## src/rtl/div_ctrl_pkg.sv

```systemverilog
// Shared definitions for the RV32M divide sequencer: operand width,
// M-extension funct3 codes, sequencer states and small operand helpers.
package div_ctrl_pkg;

   localparam int XLEN = 32;

   localparam logic [2:0] INST_DIV  = 3'b100;
   localparam logic [2:0] INST_DIVU = 3'b101;
   localparam logic [2:0] INST_REM  = 3'b110;
   localparam logic [2:0] INST_REMU = 3'b111;

   typedef enum logic [1:0] {
      ST_IDLE  = 2'd0,
      ST_START = 2'd1,
      ST_CALC  = 2'd2,
      ST_END   = 2'd3
   } div_state_t;

   function automatic logic is_div_op(input logic [2:0] funct3);
      return (funct3 inside {INST_DIV, INST_DIVU, INST_REM, INST_REMU});
   endfunction

   // Unsigned view of an operand: negative signed values become their magnitude.
   function automatic logic [XLEN-1:0] magnitude(input logic [XLEN-1:0] value,
                                                 input logic is_signed);
      return (is_signed && value[XLEN-1]) ? -value : value;
   endfunction

endpackage

```

## src/rtl/div_ctrl_if.sv

```systemverilog
// Request/response bundle between the execute stage (master) and the
// divide sequencer (slave).
interface div_ctrl_if;

   logic                              start_i;
   logic [2:0]                        funct3_i;
   logic [div_ctrl_pkg::XLEN-1:0]     dividend_i;
   logic [div_ctrl_pkg::XLEN-1:0]     divisor_i;
   logic [4:0]                        rd_addr_i;
   logic                              flush_i;
   logic [div_ctrl_pkg::XLEN-1:0]     result_o;
   logic [4:0]                        rd_addr_o;
   logic                              rd_wen_o;
   logic                              ready_o;
   logic                              busy_o;
   logic                              hold_flag_o;

   modport master (
      output start_i, funct3_i, dividend_i, divisor_i, rd_addr_i, flush_i,
      input  result_o, rd_addr_o, rd_wen_o, ready_o, busy_o, hold_flag_o
   );

   modport slave (
      input  start_i, funct3_i, dividend_i, divisor_i, rd_addr_i, flush_i,
      output result_o, rd_addr_o, rd_wen_o, ready_o, busy_o, hold_flag_o
   );

endinterface

```

## src/rtl/div_ctrl.sv

```systemverilog
// Iterative radix-2 restoring divider sequencer for RV32M DIV/DIVU/REM/REMU.
// Stalls the pipeline while running and returns the result with a one-cycle write-back.
module div_ctrl
   import div_ctrl_pkg::*;
(
   input  logic        clk,
   input  logic        rst_n,
   div_ctrl_if.slave   bus
);

   div_state_t        state;
   logic [1:0]        op;
   logic [XLEN-1:0]   dividend_q;
   logic [XLEN-1:0]   divisor_q;
   logic [XLEN-1:0]   quot;
   logic [XLEN-1:0]   rem;
   logic              q_neg;
   logic              r_neg;
   logic [4:0]        rd_addr_q;
   logic [4:0]        count;

   logic              op_signed;
   logic              start_ok;
   logic              busy;
   logic [XLEN:0]     shifted;
   logic [XLEN:0]     trial;
   logic [XLEN-1:0]   quot_fix;
   logic [XLEN-1:0]   rem_fix;
   logic [XLEN-1:0]   result_sel;

   assign op_signed = ~op[0];
   assign start_ok  = (state == ST_IDLE) & bus.start_i & is_div_op(bus.funct3_i);
   assign busy      = (state == ST_START) | (state == ST_CALC);

   // The partial remainder always stays below the divisor, so only the
   // shifted trial value needs the extra bit to expose the borrow.
   assign shifted    = {rem, quot[XLEN-1]};
   assign trial      = shifted - {1'b0, divisor_q};
   assign quot_fix   = q_neg ? -quot : quot;
   assign rem_fix    = r_neg ? -rem : rem;
   assign result_sel = op[1] ? rem_fix : quot_fix;

   always_ff @(posedge clk or negedge rst_n) begin
      if (!rst_n) begin
         state      <= ST_IDLE;
         op         <= '0;
         dividend_q <= '0;
         divisor_q  <= '0;
         quot       <= '0;
         rem        <= '0;
         q_neg      <= 1'b0;
         r_neg      <= 1'b0;
         rd_addr_q  <= '0;
         count      <= '0;
      end else if ((state != ST_IDLE) && bus.flush_i) begin
         state <= ST_IDLE;
      end else begin
         case (state)
            ST_IDLE: begin
               if (start_ok) begin
                  op         <= bus.funct3_i[1:0];
                  rd_addr_q  <= bus.rd_addr_i;
                  dividend_q <= bus.dividend_i;
                  divisor_q  <= bus.divisor_i;
                  state      <= ST_START;
               end
            end
            ST_START: begin
               count     <= '0;
               rem       <= '0;
               quot      <= magnitude(dividend_q, op_signed);
               divisor_q <= magnitude(divisor_q, op_signed);
               q_neg     <= op_signed & (dividend_q[XLEN-1] ^ divisor_q[XLEN-1]);
               r_neg     <= op_signed & dividend_q[XLEN-1];
               // Special cases load final values directly and skip the sign fix-up.
               if (divisor_q == '0) begin
                  quot  <= '1;
                  rem   <= dividend_q;
                  q_neg <= 1'b0;
                  r_neg <= 1'b0;
                  state <= ST_END;
               end else if (op_signed && (dividend_q == 32'h8000_0000) &&
                            (divisor_q == 32'hFFFF_FFFF)) begin
                  quot  <= 32'h8000_0000;
                  rem   <= '0;
                  q_neg <= 1'b0;
                  r_neg <= 1'b0;
                  state <= ST_END;
               end else begin
                  state <= ST_CALC;
               end
            end
            ST_CALC: begin
               if (!trial[XLEN]) begin
                  rem  <= trial[XLEN-1:0];
                  quot <= {quot[XLEN-2:0], 1'b1};
               end else begin
                  rem  <= shifted[XLEN-1:0];
                  quot <= {quot[XLEN-2:0], 1'b0};
               end
               count <= count + 5'd1;
               if (count == 5'd31) begin
                  state <= ST_END;
               end
            end
            ST_END: begin
               state <= ST_IDLE;
            end
            default: begin
               state <= ST_IDLE;
            end
         endcase
      end
   end

   assign bus.result_o    = (state == ST_END) ? result_sel : '0;
   assign bus.rd_addr_o   = rd_addr_q;
   assign bus.rd_wen_o    = (state == ST_END) & ~bus.flush_i;
   assign bus.ready_o     = (state == ST_END) & ~bus.flush_i;
   assign bus.busy_o      = busy;
   assign bus.hold_flag_o = start_ok | busy;

endmodule
```

## src/flat_wrapper.sv

```systemverilog
// flat-port wrapper written by rule: the top's interface ports become plain ports
module div_ctrl_flat import div_ctrl_pkg::*;
  (clk, rst_n, bus_start_i, bus_funct3_i, bus_dividend_i, bus_divisor_i, bus_rd_addr_i, bus_flush_i, bus_result_o, bus_rd_addr_o, bus_rd_wen_o, bus_ready_o, bus_busy_o, bus_hold_flag_o);
  div_ctrl_if bus_i ();
  input  logic clk;
  input  logic rst_n;
  input wire logic [$bits(bus_i.start_i)-1:0] bus_start_i;
  input wire logic [$bits(bus_i.funct3_i)-1:0] bus_funct3_i;
  input wire logic [$bits(bus_i.dividend_i)-1:0] bus_dividend_i;
  input wire logic [$bits(bus_i.divisor_i)-1:0] bus_divisor_i;
  input wire logic [$bits(bus_i.rd_addr_i)-1:0] bus_rd_addr_i;
  input wire logic [$bits(bus_i.flush_i)-1:0] bus_flush_i;
  output wire logic [$bits(bus_i.result_o)-1:0] bus_result_o;
  output wire logic [$bits(bus_i.rd_addr_o)-1:0] bus_rd_addr_o;
  output wire logic [$bits(bus_i.rd_wen_o)-1:0] bus_rd_wen_o;
  output wire logic [$bits(bus_i.ready_o)-1:0] bus_ready_o;
  output wire logic [$bits(bus_i.busy_o)-1:0] bus_busy_o;
  output wire logic [$bits(bus_i.hold_flag_o)-1:0] bus_hold_flag_o;
  assign bus_i.start_i = bus_start_i;
  assign bus_i.funct3_i = bus_funct3_i;
  assign bus_i.dividend_i = bus_dividend_i;
  assign bus_i.divisor_i = bus_divisor_i;
  assign bus_i.rd_addr_i = bus_rd_addr_i;
  assign bus_i.flush_i = bus_flush_i;
  assign bus_result_o = bus_i.result_o;
  assign bus_rd_addr_o = bus_i.rd_addr_o;
  assign bus_rd_wen_o = bus_i.rd_wen_o;
  assign bus_ready_o = bus_i.ready_o;
  assign bus_busy_o = bus_i.busy_o;
  assign bus_hold_flag_o = bus_i.hold_flag_o;
  div_ctrl u_core (.clk(clk), .rst_n(rst_n), .bus(bus_i));
endmodule
```

## config.mk

```make
export PLATFORM = sky130hd
export DESIGN_NAME = div_ctrl_flat
export DESIGN_NICKNAME = d
export VERILOG_FILES = /design/src/rtl/div_ctrl_pkg.sv /design/src/rtl/div_ctrl_if.sv /design/src/rtl/div_ctrl.sv /design/src/flat_wrapper.sv
export SDC_FILE = /design/constraint.sdc
export NUM_CORES = 1
export LEC_CHECK = 0
export ABC_CLOCK_PERIOD_IN_PS = 3450
export BUFFER_PORTS_ARGS = -buffer_cell sky130_fd_sc_hd__buf_2
export CORE_ASPECT_RATIO = 1.5
export CORE_UTILIZATION = 50
export CTS_BUF_LIST = sky130_fd_sc_hd__clkbuf_2
export CTS_CLUSTER_DIAMETER = 100
export DETAILED_ROUTE_END_ITERATION = 6
export PLACE_DENSITY_LB_ADDON = 0.05
export SKIP_LAST_GASP = 1
export SYNTH_ARGS = -nofsm -noshare
export SYNTH_HDL_FRONTEND = slang
export SYNTH_SLANG_ARGS = --single-unit
```

## constraint.sdc

```tcl
create_clock -name clk -period 3.45 [get_ports clk]
set_clock_uncertainty 0.05 [all_clocks]
set_input_delay 0.345 -clock clk [delete_from_list [all_inputs] [get_ports clk]]
set_output_delay 0.345 -clock clk [all_outputs]
set_load 0.01 [all_outputs]
```

=== Yosys cells after proc, flatten, opt, wreduce, memory -nomap -nowiden ===
Cells that the tools add are included.

* $add $sub $neg: 6
* $mul: 0
* Divide/modulo/power cells: 0
* Order comparisons: 0
* Equal/unequal tests: 14
* Shift operators: 0
* Multiplexer cells: 26
* Bitwise operators: 11
* Reduce and logical (&&, ||, !) cells: 16

{| class="wikitable"
|+ Operators with widths
! operator !! number
|-
| 32-bit two-way mux || 11
|-
| 32-bit case mux with 2 select lines || 3
|-
| 32-bit negation || 4
|-
| 32-bit equality test, second input constant || 2
|-
| 33-bit by 32-bit subtractor with 33-bit output || 1
|-
| 32-bit logical NOT || 1
|-
| 3-bit equality test, second input constant || 4
|-
| 5-bit case mux with 2 select lines || 1
|-
| 2-bit two-way mux || 4
|-
| 2-bit case mux with 4 select lines || 1
|-
| 1-bit two-way mux || 6
|-
| 2-bit AND reduction || 3
|-
| 2-bit nonzero test || 3
|-
| 5-bit by 1-bit adder with 5-bit output, second input constant || 1
|-
| 1-bit AND || 5
|-
| 5-bit equality test, second input constant || 1
|-
| 1-bit logical AND || 5
|-
| 2-bit equality test, second input constant || 2
|-
| 4-bit AND reduction || 1
|-
| 4-bit nonzero test || 1
|-
| 3-bit by 2-bit inequality test with 1-bit output, second input constant || 1
|-
| 3-bit inequality test, second input constant || 1
|-
| 1-bit inverter || 3
|-
| 3-bit AND reduction || 1
|-
| other kinds (6) || 7
|}

* Register bits: 144
* Latch bits: 0
* Bits in writable memories: 0
* ROM bits: 0
* Input port bits: 76
* Output and inout bits: 41
* Logic and storage cells: 83
* Memories: 0

=== Depth between registers and ports, before layout ===
* Word-level depth: 7
* Mapped depth: 14
* Depth with buffers taken out: 12

=== Worst setup path before layout ===
OpenSTA, ideal clock, no wires.

* Path kind: register to register
* Start: reg u_core.divisor_q[26]
* End: reg u_core.rem[1]
* Library setup time: 126 ps
* Data arrival time: 2924 ps
* Data required time: 3274 ps
* Path slack: 350 ps
* Cell stages (with the launch flop): 14
* Path buffers: 2
* Clock period less this slack: 3100 ps
* Cell sequence: dfrtp_1 -> clkbuf_1 -> inv_1 -> ha_1 -> nand2_1 -> nor2_1 -> nor3_1 -> a211oi_1 -> a2111o_1 -> or3_1 -> buf_2 -> nand2_1 -> o21ai_1 -> a221o_1

* Cells in the longest elaborated chain, start to end: 3
* Elaborated cells between the ends (all ways): 5
* Those cells by class: 1 x add/sub; 3 x mux; 1 x reduce/logical

{| class="wikitable"
|+ RTL lines
! item !! line !! source
|-
| start: declaration || div_ctrl.sv:14 || <nowiki>logic [XLEN-1:0] divisor_q;</nowiki>
|-
| start signal: assignment || div_ctrl.sv:64 || <nowiki>divisor_q <= bus.divisor_i;</nowiki>
|-
| start signal: assignment || div_ctrl.sv:72 || <nowiki>divisor_q <= magnitude(divisor_q, op_signed);</nowiki>
|-
| 33-bit by 32-bit subtractor with 33-bit output or 32-bit logical NOT (tied branches) || div_ctrl.sv:38, div_ctrl.sv:76 ||
|-
| 32-bit two-way mux, on equally long branches || div_ctrl.sv:94, div_ctrl.sv:76 ||
|-
| 32-bit case mux with 2 select lines * || div_ctrl.sv:58 || <nowiki>case (state)</nowiki>
|-
| end signal: assignment || div_ctrl.sv:78 || <nowiki>rem <= dividend_q;</nowiki>
|-
| end signal: assignment || div_ctrl.sv:95 || <nowiki>rem <= trial[XLEN-1:0];</nowiki>
|-
| end signal: assignment || div_ctrl.sv:98 || <nowiki>rem <= shifted[XLEN-1:0];</nowiki>
|-
| end: declaration || div_ctrl.sv:16 || <nowiki>logic [XLEN-1:0] rem;</nowiki>
|}

Mark *: on every way between the ends. The rest lies on a longest branch, timed or not.
A chain may end at the register's enable or synchronous reset.

=== Worst setup path in the final report ===
* Start: reg u_core.quot[11]
* End: out bus_result_o[25]

* Cells in the longest elaborated chain, start to end: 4

{| class="wikitable"
|+ RTL lines
! item !! line !! source
|-
| start: declaration || div_ctrl.sv:15 || <nowiki>logic [XLEN-1:0] quot;</nowiki>
|-
| start signal: assignment || div_ctrl.sv:71 || <nowiki>quot <= magnitude(dividend_q, op_signed);</nowiki>
|-
| start signal: assignment || div_ctrl.sv:96 || <nowiki>quot <= {quot[XLEN-2:0], 1'b1};</nowiki>
|-
| start signal: assignment || div_ctrl.sv:99 || <nowiki>quot <= {quot[XLEN-2:0], 1'b0};</nowiki>
|-
| 32-bit negation || div_ctrl.sv:39 || <nowiki>assign quot_fix = q_neg ? -quot : quot;</nowiki>
|-
| 32-bit two-way mux || div_ctrl.sv:39 ||
|-
| 32-bit two-way mux || div_ctrl.sv:41 || <nowiki>assign result_sel = op[1] ? rem_fix : quot_fix;</nowiki>
|-
| 32-bit two-way mux || div_ctrl.sv:116 || <nowiki>assign bus.result_o = (state == ST_END) ? result_sel : '0;</nowiki>
|-
| end: declaration || flat_wrapper.sv:13 || <nowiki>output wire logic [$bits(bus_i.result_o)-1:0] bus_result_o;</nowiki>
|}

Every way passes these cells.

==> results.txt <==
Worst hold-check path type: input port to register
Drt drc: 0
Pwr Total: 14.8 mW
Clk pwr share: 0.065
Most common cell after layout, fill and taps aside: a21oi_1
Fin crit period: 3.76 ns
Unrepaired setup endpoints after global routing: true
Worst Setup End Kind: output pin
CP Launch Type: register
Met3 WL post-DR: 1.68 mm
Fin Hold WS: 0.167 ns
Total iterations of the first detailed-routing run: 7
Routed wl met2: 21.0 mm
Crit path kind: register to output pin
Total global-route track usage: 0.354
P&R area growth vs syn: 26.1%
Ys Warns: 0
Area share of the largest cell type after synthesis: 0.307
PwrDens: 999 nW/um2
Synth async-reset ratio: 1.00
Slew @ Worst Pin: 0.849 ns
Final WL: 41.7 mm
CTS tree: done
Nets: 1839
Post-detail-place hpwl: 30.7 mm
Switch share: 0.527
Setup ws final: -0.310 ns
Routed len/inst: 20.4 um
Synth Net Count: 1591
Initial antenna violation count: 1
Setup Slack @ Placement: -0.0520 ns
Filler Cells Inserted: 2035
Die Y: 190 um
Sequential share of power: 0.256
Final hold vios: 0
1st-iter DRT viols: 965
Num CTS Buffers: 17
Antenna viol nets, final: 0
Total gr overflow: 0
Fin. max-slew vios: 0
Cell Rows: 68
Seq/Total Area, Yosys: 0.307
DR vias: 12200
Crit path arrival time: 3.37 ns
I/O Buffers: 116
CTS clk-pin slew, worst paths: 0.23 ns
Global-route wire length before repair: 64.9 mm
Highest-count cells in the layout ignoring fill and taps: a21oi_1, nand2_1, dfrtp_1, buf_2, buf_4
Crit-path max FO: 5
Req. time, crit path: 3.05 ns
Synth top area cells: dfrtp_1, a21oi_1, xnor2_1
Met1 WL: 17.0 mm
Maximum VDD drop: 0.413 mV
Max layer used: met4
Post-synthesis cell area: 11700 um2
Clk Latency, worst-skew pair: 0.81 ns
Max Buffers Root-to-Sink: 2
Setup TNS: -2.24 ns
Syn Inst Count: 1470
Distinct cells, synth: 75
Maximum clock rate: 266 MHz
NetSw: 7.79 mW
CTS HTree Levels: 4
Number of synthesized flops with an enable pin: 0
Ys flop type: dfrtp_1
Vias per cell: 5.98
Synth area leader: dfrtp_1
IO Count: 117
Worst slew margin: 0.432
Number of global-route vias before repair: 11900
Failing checks: setup timing
Die area: 24100 um2
Leakage: 6.49 nW
Pin count of the biggest net entering global routing: 57
Chip Width: 127 um
Core Region: 23100 um2
Maxcap violations: 0
Logic pwr share: 0.679
Initial Utilization: 0.509
Setup violators final: 11
Clock root buffer: clkbuf_2
GP Congestion: 1.01
Share of cells above drive strength 1: 0.238
Outcome: finished with violations
Synthesized flop and latch total: 144
CTS sink cnt: 144
Power Internal: 6.99 mW
Tcrit/Tclk final: 1.09
Average size of a mapped cell: 7.99 um2
[synth_stat cells, drive strengths merged (3+ instances only)]
cell,instances
o21ai,151
a21oi,148
nand2,145
dfrtp,144
nor2,117
xnor2,76
clkbuf,69
inv,55
nand3,50
ha,44
mux2,41
xor2,37
o22ai,33
nor3,30
and3,26
a211oi,25
nand4,23
a21o,22
a31oi,22
o31ai,22
mux2i,20
buf,19
nor4,19
or3,16
nand2b,12
o41ai,12
o211ai,10
or4,10
a221oi,7
nor2b,7
and2,6
o21bai,5
nand3b,4
o21a,4
a2111o,3
a22oi,3
and4,3
nand4b,3
[power groups by stage]
stage                     Clock [mW]  Sequential [mW]  Combinational [mW]
after floorplan                    0             3.32                6.52
after global placement             0             3.70                9.02
after detailed placement           0             3.72                9.11
after CTS                      0.997             3.68                9.63
after global routing            1.05             3.85                11.0
final                          0.964             3.79                10.0
[sequential cells by signal (all words and copies together) (netlist names), 2 cells and up]
signal / flops
u_core.rem: 32
u_core.count: 5
u_core.op: 2
u_core.dividend_q: 32
u_core.state: 2
u_core.bus.rd_addr_o: 5
u_core.divisor_q: 32
u_core.quot: 32
[what timing repair did]
item / 4_1_cts / 5_1_grt
cloned: 0 / 0
hold buffers: 78 / 0
resized for setup: 59 / 39
setup buffers: 24 / 10
setup endpoints to repair: 22 / 51
pin swaps: 11 / 30
endpoints found under the hold margin: 219 / 0
[worst max-delay path, cell delays in order, from the launching register on]
cell	delay [ns]
dfrtp_1	0.46
or3_4	0.40
nor3_4	0.16
nand4_1	0.19
or3_4	0.48
o31ai_4	0.28
xnor2_2	0.16
nor2_2	0.07
a211oi_2	0.19
buf_2	0.18
[per-layer routing]
| layer | vias to the layer above | track usage |
|---|---|---|
| met1 | 5851 | 0.423 |
| met3 | 105 | 0.0394 |
| li1 | 5876 | - |
| met2 | 395 | 0.613 |
| met4 | 0 | 0.205 |
| met5 | - | 0 |
[path summary, 6_finish.rpt]
check	startpoint	to	slack [ns]	cells past startpoint
setup / recovery	u_core.quot[11]$_DFFE_PN0P_	bus_result_o[25]	-0.31	9
hold / removal	bus_start_i	u_core.divisor_q[31]$_DFFE_PN0P_	0.17	4
setup reg to reg	u_core.rem[12]$_DFFE_PN0P_	u_core.rem[28]$_DFFE_PN0P_	0.10	12
hold reg to reg	u_core.count[4]$_DFFE_PN0P_	u_core.count[4]$_DFFE_PN0P_	0.46	2
max in group asynchronous	rst_n	u_core.divisor_q[26]$_DFFE_PN0P_	2.26	4
min in group asynchronous	rst_n	u_core.dividend_q[27]$_DFFE_PN0P_	0.41	3
[per-stage QoR]
step                utilization  area, um2  std cells
global placement          0.569      13100       1903
detailed placement        0.569      13100       1903
CTS                       0.632      14600       2035
floorplan                     -      11700       1470
global route              0.642      14800       2046
finish                    0.642      14800       2046
[cells by family (layout without fill, tap and decap cells)]
kind of cell,after synthesis,in the layout,share of synthesized area
AO/OA/AOI/OAI,487,487,0.249
AND/OR/NAND/NOR,476,476,0.206
flip-flops,144,144,0.307
buffers and inverters,144,404,0.0486
XOR/XNOR,113,113,0.0843
multiplexers,61,61,0.0564
adder cells (fa/ha/maj),45,45,0.0486
other,0,1,0
[final cells by class]
type | count | area [um2] | area share
Multi-Input combinational cell | 1182 | 7980 | 0.539
Sequential cell | 144 | 3620 | 0.245
Timing Repair Buffer | 317 | 2390 | 0.161
Tap cell | 315 | 394 | 0.0266
Inverter | 56 | 210 | 0.0142
Clock inverter | 13 | 118 | 0.00794
Clock buffer | 18 | 90.1 | 0.00608
Antenna cell | 1 | 2.50 | 0.000169
No activity file was read; power rests on OpenSTA's default activity.
